File: src/rtl/seq_controller_pkg.sv
// Shared types and control decode for the accumulator-machine sequencer.
// Opcode and state encodings match the datapath's instruction format.
package seq_controller_pkg;

    localparam int MEM_WAIT_MAX = 7;

    typedef enum logic [3:0] {
        OP_HLT  = 4'd0,
        OP_SKZ  = 4'd1,
        OP_ADD  = 4'd2,
        OP_AND  = 4'd3,
        OP_XOR  = 4'd4,
        OP_LDA  = 4'd5,
        OP_STO  = 4'd6,
        OP_JMP  = 4'd7,
        OP_SUB  = 4'd8,
        OP_OR   = 4'd9,
        OP_SKNZ = 4'd10,
        OP_JZ   = 4'd11,
        OP_NOP  = 4'd12
    } opcode_t;

    typedef enum logic [3:0] {
        INST_ADDR  = 4'd0,
        INST_FETCH = 4'd1,
        INST_LOAD  = 4'd2,
        IDLE       = 4'd3,
        OP_ADDR    = 4'd4,
        OP_FETCH   = 4'd5,
        ALU_OP     = 4'd6,
        STORE      = 4'd7,
        HALTED     = 4'd8
    } state_t;

    typedef struct packed {
        logic mem_rd;
        logic load_ir;
        logic halt;
        logic inc_pc;
        logic load_ac;
        logic load_pc;
        logic mem_wr;
        logic instr_done;
    } ctrl_t;

    // Moore decode; hdone marks the first cycle after leaving HALTED.
    function automatic ctrl_t decode(state_t s, opcode_t op, logic z,
                                     logic sticky, logic hdone);
        ctrl_t c;
        logic  aluop;
        logic  skip;
        logic  take;
        c     = '0;
        aluop = (op == OP_ADD) || (op == OP_AND) || (op == OP_XOR) ||
                (op == OP_LDA) || (op == OP_SUB) || (op == OP_OR);
        skip  = ((op == OP_SKZ) && z) || ((op == OP_SKNZ) && !z);
        take  = (op == OP_JMP) || ((op == OP_JZ) && z);
        case (s)
            INST_ADDR:  c.instr_done = hdone;
            INST_FETCH: c.mem_rd = 1'b1;
            INST_LOAD, IDLE: begin
                c.mem_rd  = 1'b1;
                c.load_ir = 1'b1;
            end
            OP_ADDR: begin
                c.inc_pc = 1'b1;
                c.halt   = (op == OP_HLT) && !sticky;
            end
            OP_FETCH: c.mem_rd = aluop;
            ALU_OP: begin
                c.mem_rd  = aluop;
                c.load_ac = aluop;
                c.inc_pc  = skip;
                c.load_pc = take;
            end
            STORE: begin
                c.mem_rd     = aluop;
                c.load_ac    = aluop;
                c.inc_pc     = take;
                c.load_pc    = take;
                c.mem_wr     = (op == OP_STO);
                c.instr_done = 1'b1;
            end
            HALTED:  c.halt = 1'b1;
            default: c = '0;
        endcase
        return c;
    endfunction

endpackage

File: src/rtl/seq_wait_cnt.sv
// Fetch-state wait counter: saturating 3-bit count of cycles spent in the
// current fetch state, and the ready-qualified exit condition.
module seq_wait_cnt
    import seq_controller_pkg::*;
#(
    parameter int MEM_WAIT = 0
) (
    input  logic clk,
    input  logic rst,
    input  logic i_en,
    input  logic i_mem_ready,
    output logic o_done
);

    logic [2:0] r_cnt;

    // Clearing on exit as well as while idle means every entry sees zero.
    always_ff @(posedge clk) begin
        if (rst || !i_en || o_done) begin
            r_cnt <= 3'd0;
        end else if (r_cnt != 3'(MEM_WAIT_MAX)) begin
            r_cnt <= r_cnt + 3'd1;
        end
    end

    assign o_done = i_en && i_mem_ready && (r_cnt >= 3'(MEM_WAIT));

endmodule

File: src/rtl/seq_controller.sv
// Instruction sequencer: steps the fixed fetch/execute cycle and drives the
// datapath controls as registered outputs decoded from the next state.
module seq_controller
    import seq_controller_pkg::*;
#(
    parameter int OPW         = 4,
    parameter int MEM_WAIT    = 0,
    parameter int HALT_STICKY = 0
) (
    input  logic           clk,
    input  logic           rst,
    input  logic [OPW-1:0] opcode,
    input  logic           zero,
    input  logic           mem_ready,
    input  logic           resume,
    output logic           mem_rd,
    output logic           load_ir,
    output logic           halt,
    output logic           inc_pc,
    output logic           load_ac,
    output logic           load_pc,
    output logic           mem_wr,
    output logic           instr_done,
    output state_t         state
);

    localparam logic STICKY = (HALT_STICKY != 0);

    state_t  r_state;
    opcode_t r_op;
    logic    r_z;
    ctrl_t   r_ctrl;

    state_t  w_state_next;
    opcode_t w_op_next;
    logic    w_z_next;
    logic    w_hdone;
    logic    w_fetch;
    logic    w_done;

    assign w_fetch = (r_state == INST_FETCH) || (r_state == OP_FETCH);

    seq_wait_cnt #(.MEM_WAIT(MEM_WAIT)) u_wait (
        .clk         (clk),
        .rst         (rst),
        .i_en        (w_fetch),
        .i_mem_ready (mem_ready),
        .o_done      (w_done)
    );

    always_comb begin
        w_state_next = r_state;
        w_op_next    = r_op;
        w_z_next     = r_z;
        w_hdone      = 1'b0;
        case (r_state)
            INST_ADDR:  w_state_next = INST_FETCH;
            INST_FETCH: if (w_done) w_state_next = INST_LOAD;
            INST_LOAD:  w_state_next = IDLE;
            IDLE: begin
                w_state_next = OP_ADDR;
                w_op_next    = opcode_t'(4'(opcode));
            end
            OP_ADDR:
                w_state_next = ((r_op == OP_HLT) && STICKY) ? HALTED : OP_FETCH;
            OP_FETCH: begin
                if (w_done) begin
                    w_state_next = ALU_OP;
                    w_z_next     = zero;
                end
            end
            ALU_OP: w_state_next = STORE;
            STORE:  w_state_next = INST_ADDR;
            HALTED: begin
                if (resume) begin
                    w_state_next = INST_ADDR;
                    w_hdone      = 1'b1;
                end
            end
            default: w_state_next = INST_ADDR;
        endcase
    end

    always_ff @(posedge clk) begin
        if (rst) begin
            r_state <= INST_ADDR;
            r_op    <= OP_HLT;
            r_z     <= 1'b0;
            r_ctrl  <= '0;
        end else begin
            r_state <= w_state_next;
            r_op    <= w_op_next;
            r_z     <= w_z_next;
            r_ctrl  <= decode(w_state_next, w_op_next, w_z_next, STICKY, w_hdone);
        end
    end

    assign mem_rd     = r_ctrl.mem_rd;
    assign load_ir    = r_ctrl.load_ir;
    assign halt       = r_ctrl.halt;
    assign inc_pc     = r_ctrl.inc_pc;
    assign load_ac    = r_ctrl.load_ac;
    assign load_pc    = r_ctrl.load_pc;
    assign mem_wr     = r_ctrl.mem_wr;
    assign instr_done = r_ctrl.instr_done;
    assign state      = r_state;

endmodule

File: config.mk
export PLATFORM = sky130hd
export DESIGN_NAME = seq_controller
export DESIGN_NICKNAME = d
export VERILOG_FILES = /design/src/rtl/seq_controller_pkg.sv /design/src/rtl/seq_wait_cnt.sv /design/src/rtl/seq_controller.sv
export SDC_FILE = /design/constraint.sdc
export NUM_CORES = 1
export LEC_CHECK = 0
export ABC_AREA = 1
export BUFFER_PORTS_ARGS = -buffer_cell sky130_fd_sc_hd__buf_2
export CORE_MARGIN = 2
export CORE_UTILIZATION = 53
export CTS_CLUSTER_SIZE = 12
export DETAILED_ROUTE_END_ITERATION = 10
export GPL_TIMING_DRIVEN = 1
export HOLD_SLACK_MARGIN = 0.03
export PLACE_DENSITY = 0.9
export SLEW_MARGIN = 15
export SYNTH_ARGS = -nofsm -noshare
export SYNTH_HDL_FRONTEND = slang
export SYNTH_SLANG_ARGS = --single-unit
File: constraint.sdc
create_clock -name clk -period 2.9 [get_ports clk]
set_clock_uncertainty 0.15 [all_clocks]
set_input_delay 0.58 -clock clk [delete_from_list [all_inputs] [get_ports clk]]
set_output_delay 0.58 -clock clk [all_outputs]
set_load 0.03 [all_outputs]
# Yosys cells after proc, flatten, opt, wreduce, memory -nomap -nowiden
# Cells that the tools add are included.
word_totals:
  out_inout_bits: 12
  register_bits: 20
  inputBits: 9
  word_cells: 83
classes:
  order_cmp: 1
  addsub: 1
  bitwise: 2
  n_reduce_logical: 26
  n_eq_ne: 27
  muxes: 14
ops:
  columns: ["cell", "count"]
  rows:
  - ["$eq 4x3->1 const B", 11]
  - ["$pmux 4 s8", 1]
  - ["$eq 4x2->1 const B", 6]
  - ["$eq 4x4->1 const B", 6]
  - ["$mux 4", 4]
  - ["$eq 4x1->1 const B", 3]
  - ["$logic_not 4->1", 3]
  - ["$logic_or 1x1->1", 10]
  - ["$reduce_or 2->1", 4]
  - ["$pmux 1 s2", 3]
  - ["$reduce_or 3->1", 2]
  - ["$logic_and 1x1->1", 5]
  - ["$mux 1", 5]
  - ["$add 3x1->3 const B", 1]
  - ["$ge 3x1->1 const B", 1]
  - ["$ne 3x3->1 const B", 1]
  - ["$pmux 1 s3", 1]
  - ["$logic_not 1->1", 2]
  - ["$not 1->1", 2]

# Longest topological paths before layout
logic_depth:
  ltp_word: 10
  depth_mapped: 10
  depth_no_buf: 10

# Cells and area by module
# A second synthesis with hierarchy kept.
hier_totals:
  cells_unflattened: 122
  hier_area_um2: 827.0
by_module_without_submodules:
  columns: ["module", "seq_area_each_um2", "cells_each", "n_inst", "area_each_um2"]
  rows:
  - ["seq_controller", 340.3, 120, 1, 819.5]
  - ["seq_wait_cnt", 0.0, 2, 1, 7.5]

# Worst setup path after synthesis
# OpenSTA, ideal clock, no wires.
synth_timing:
  path_type: "reg2reg"
  startpoint: "reg r_state[0] (netlist: state[0])"
  endpoint: "reg r_ctrl, in the netlist mem_rd"
  stages_incl_launch_ff: 10
  path_buffers: 0
  slack_ns: 1.250
  setup_ns: 0.137
  required_time_ns: 2.613
  synth_period_minus_slack_ns: 1.650
  arrival_time_ns: 1.363
  cell_sequence: "dfxtp_1 -> nand2_2 -> inv_2 -> nand2_4 -> nand2_1 -> nand2_2 -> inv_1 -> nand3_1 -> o21ai_1 -> a21oi_1"
synth_via:
  elab_chain_len: 9
  word_cells_on_any_way: 36
  classes_between: "19 x eq/ne; 6 x mux; 11 x reduce/logical"
synth_lines:
  columns: ["item", "line", "rtl"]
  rows:
  - ["from (decl)", "seq_controller.sv:29", "state_t r_state;"]
  - ["from (signal assigned)", "seq_controller.sv:91", "r_state <= w_state_next;"]
  - ["$eq 4x1->1, or another cell as far along", "seq_controller.sv:41, seq_controller.sv:56", null]
  - ["$logic_or 1x1->1 / $mux 4 (equally long branches)", "seq_controller.sv:41, seq_controller.sv:56", null]
  - ["$logic_and 1x1->1 / $eq 4x2->1 (equally long branches)", "seq_wait_cnt.sv:26, seq_controller_pkg.sv:54", null]
  - ["$logic_and 1x1->1 / $logic_or 1x1->1 (equally long branches)", "seq_wait_cnt.sv:26, seq_controller_pkg.sv:54", null]
  - ["$mux 4, or another cell as far along", "seq_controller.sv:67", "if (w_done) begin"]
  - ["$pmux 4 s8 / $logic_or 1x1->1 (equally long branches)", "seq_controller.sv:56, seq_controller_pkg.sv:54", null]
  - ["$eq 4x3->1, or another cell as far along", "seq_controller_pkg.sv:58", "case (s)"]
  - ["$reduce_or 3->1 (no line) / $logic_or 1x1->1 (equally long branches)", null, null]
  - ["$pmux 1 s2 *", "seq_controller_pkg.sv:58", null]
  - ["to (signal assigned)", "seq_controller.sv:94", "r_ctrl <= decode(w_state_next, w_op_next, w_z_next, STICKY, w_hdone);"]
  - ["to (decl)", "seq_controller.sv:32", "ctrl_t r_ctrl;"]
# Mark *: on every way between the ends. The rest lies on a longest branch, timed or not.
# A chain may end at the register's enable or synchronous reset.

# Worst setup path after layout
layout_timing:
  startpoint: "reg r_state[3] (netlist: state[3])"
  endpoint: "out state[3]"
layout_lines:
  columns: ["item", "line", "rtl"]
  rows:
  - ["to (decl)", "seq_controller.sv:24", "output state_t state"]
# No word-level cell between the ends.

==> metrics.md <==
| Metric | Value |
|---|---|
| Status | finished clean |
| Critical Path RT | 2170 ps |
| Final cell count without fillers | 149 |
| Vias | 756 |
| Root Driver | clkbuf_4 |
| Syn Area/Cell | 7.15 µm² |
| Data arrival, critical path | 1090 ps |
| Slew margin rel. | 0.776 |
| Die W | 42.7 µm |
| CTS hold repair buffers | 0 |
| Grt ovf | 0 |
| Min-delay worst type | in2reg |
| Placed insts | 145 |
| Post-synth cell types | 20 |
| Crit share post-route | 0.627 |
| Critical path class | reg2out |
| Later-pin clock latency in the skew report | 300 ps |
| Rows | 13 |
| Leakage | 0.000488 µW |
| Power, Total | 444 µW |
| Fmax | 0.550 GHz |
| Crit path buf inv count | 1 |
| Final hold vios | 0 |
| Worst Slack Setup Final | 1080 ps |
| PostCTS Resize Cnt | 0 |
| Final nets | 144 |
| Setup violators final | 0 |
| First-pass GRT wire length | 2.69 mm |
| Clk buf depth | 2 |
| CP Cell Sequence | buf_2 |
| Area growth syn-to-layout | 18.0% |
| Largest net degree at the start of global routing | 12 |
| Setup TNS | 0 ps |
| Ports | 21 |
| CP peak stage delay | 520 ps |
| Htree depth | 1 |
| Starting Density | 0.588 |
| Antenna cells | 0 |
| Crit path max-delay family | flip-flops |
| Core ar. | 0.00135 mm² |
| Slew Limit Fails | 0 |
| Synth Cell Area | 793 µm² |
| Port bufs | 20 |
| Full die area | 0.00182 mm² |
| Yosys reg bits | 17 |
| Maximum Capacitance Violations | 0 |
| DR DRC count | 0 |
| Vias in the first global route | 645 |
| Setup fix buffers added after clock tree synthesis | 0 |
| Layout cells sized above 1 | 0.284 |
| DR iter-0 viols | 13 |
| Synthesized Nets | 120 |
| Cell Pwr Density | 474 mW/mm² |
| Sequential fraction of the synthesis area | 0.429 |
| Die H | 42.7 µm |
| Total clock sinks | 17 |
| All-Layer GR Usage | 0.198 |
| Post-DP HPWL | 1.25 mm |
| Routed WL | 1.59 mm |
| Critical Path Source Type | flop |
| Setup slack at placement | 1210 ps |
| Synth Warn # | 0 |
| RSZ-0062 raised after global routing | false |
| Routability Congestion | 0.835 |
| Reg-to-reg slack, setup | 1270 ps |
| Clock transition at path regs | 100 ps |
| CTS tree | done |
| CP max stage cell | dfxtp_1 |
| Antenna-violating nets left | 0 |
| Worst-Margin Slew | 333 ps |
| Routed len/inst | 10.7 µm |
| Drt pass-1 iters | 4 |
| Avg Vias per Cell | 5.07 |
| Worst Path Max Fanout | 7 |
| Cell count after synthesis | 111 |
| Crit. End Element | output pin |
| Peak VDD IR | 0.288 mV |
| Initial antenna violation count | 0 |
| Total CTS buffers | 3 |
| Final min period | 1820 ps |
-- metal layers --
layer / part of all wire / global-route usage
met3: 0.038 / 0.0383
met4: 0.033 / 0.131
met1: 0.47 / 0.233
met2: 0.46 / 0.321
met5: 0 / 0
-- sequential cells by signal, summed over array words and instances (netlist names) --
name        cells
halt            1
instr_done      1
mem_rd          1
load_ac         1
r_z             1
state           4
r_op            4
inc_pc          1
load_pc         1
mem_wr          1
load_ir         1
-- area by class of cell --
cell class | count | area [µm²]
sequential | 17 | 340
timing repair buffer | 20 | 100
clock buffer | 3 | 22.5
inverter | 17 | 63.8
clock inverter | 1 | 5.00
fill | 126 | 414
multi-input combinational | 76 | 385
tap | 15 | 18.8
-- power by group --
group	internal (µW)	switching, µW
Sequential	242	6.24
Clock	51.5	75.3
Combinational	22.8	46.3
-- cell usage after synthesis --
cell / n / area (µm²)
a2111oi_2: 1 / 15.0
a21oi_1: 6 / 30.0
and2_1: 1 / 6.26
clkbuf_1: 1 / 3.75
dfxtp_1: 17 / 340
inv_1: 15 / 56.3
inv_2: 2 / 7.51
nand2_1: 23 / 86.3
nand2_2: 8 / 50.1
nand2_4: 1 / 11.3
nand3_1: 11 / 55.1
nand3b_1: 2 / 15.0
nand4_1: 3 / 18.8
nor2_1: 12 / 45.0
nor2_2: 1 / 6.26
nor2_4: 1 / 11.3
nor2b_1: 1 / 6.26
nor4_1: 3 / 18.8
o21ai_0: 1 / 5.00
o21ai_1: 1 / 5.00
-- kinds of logic (layout without fill, tap and decap cells) --
kind of cell    after synthesis  in the layout  share of synthesized area
compound gates                9              9                     0.0694
buf+inv                      18             41                     0.0852
flops                        17             17                      0.429
simple gates                 67             67                      0.416
-- metrics by stage --
stage               instance area [µm²]  utilization  hold WS [ps]
floorplan                           793            -           380
global placement                    908        0.673           405
detailed placement                  908        0.673           417
CTS                                 936        0.693           377
global route                        936        0.693           408
finish                              936        0.693           378
-- final timing paths --
kind / end / startpoint / cells after the start
max reg2reg: mem_rd / state[0] / 9
min reg2reg: state[1] / state[1] / 2
min: instr_done / resume / 3
max: state[3] / state[3] / 1
-- layout by cell type (no fill, tap or decap), drive strengths merged --
| cell | instances |
|---|---|
| nand2 | 32 |
| buf | 20 |
| dfxtp | 17 |
| inv | 17 |
| nor2 | 14 |
| nand3 | 11 |
| a21oi | 6 |
| nor4 | 3 |
| nand4 | 3 |
| clkbuf | 3 |
| nand3b | 2 |
| o21ai | 2 |
| a2111oi | 1 |
| nor2b | 1 |
| and2 | 1 |
| clkinv | 1 |
Power figures use the tool's default switching activity.
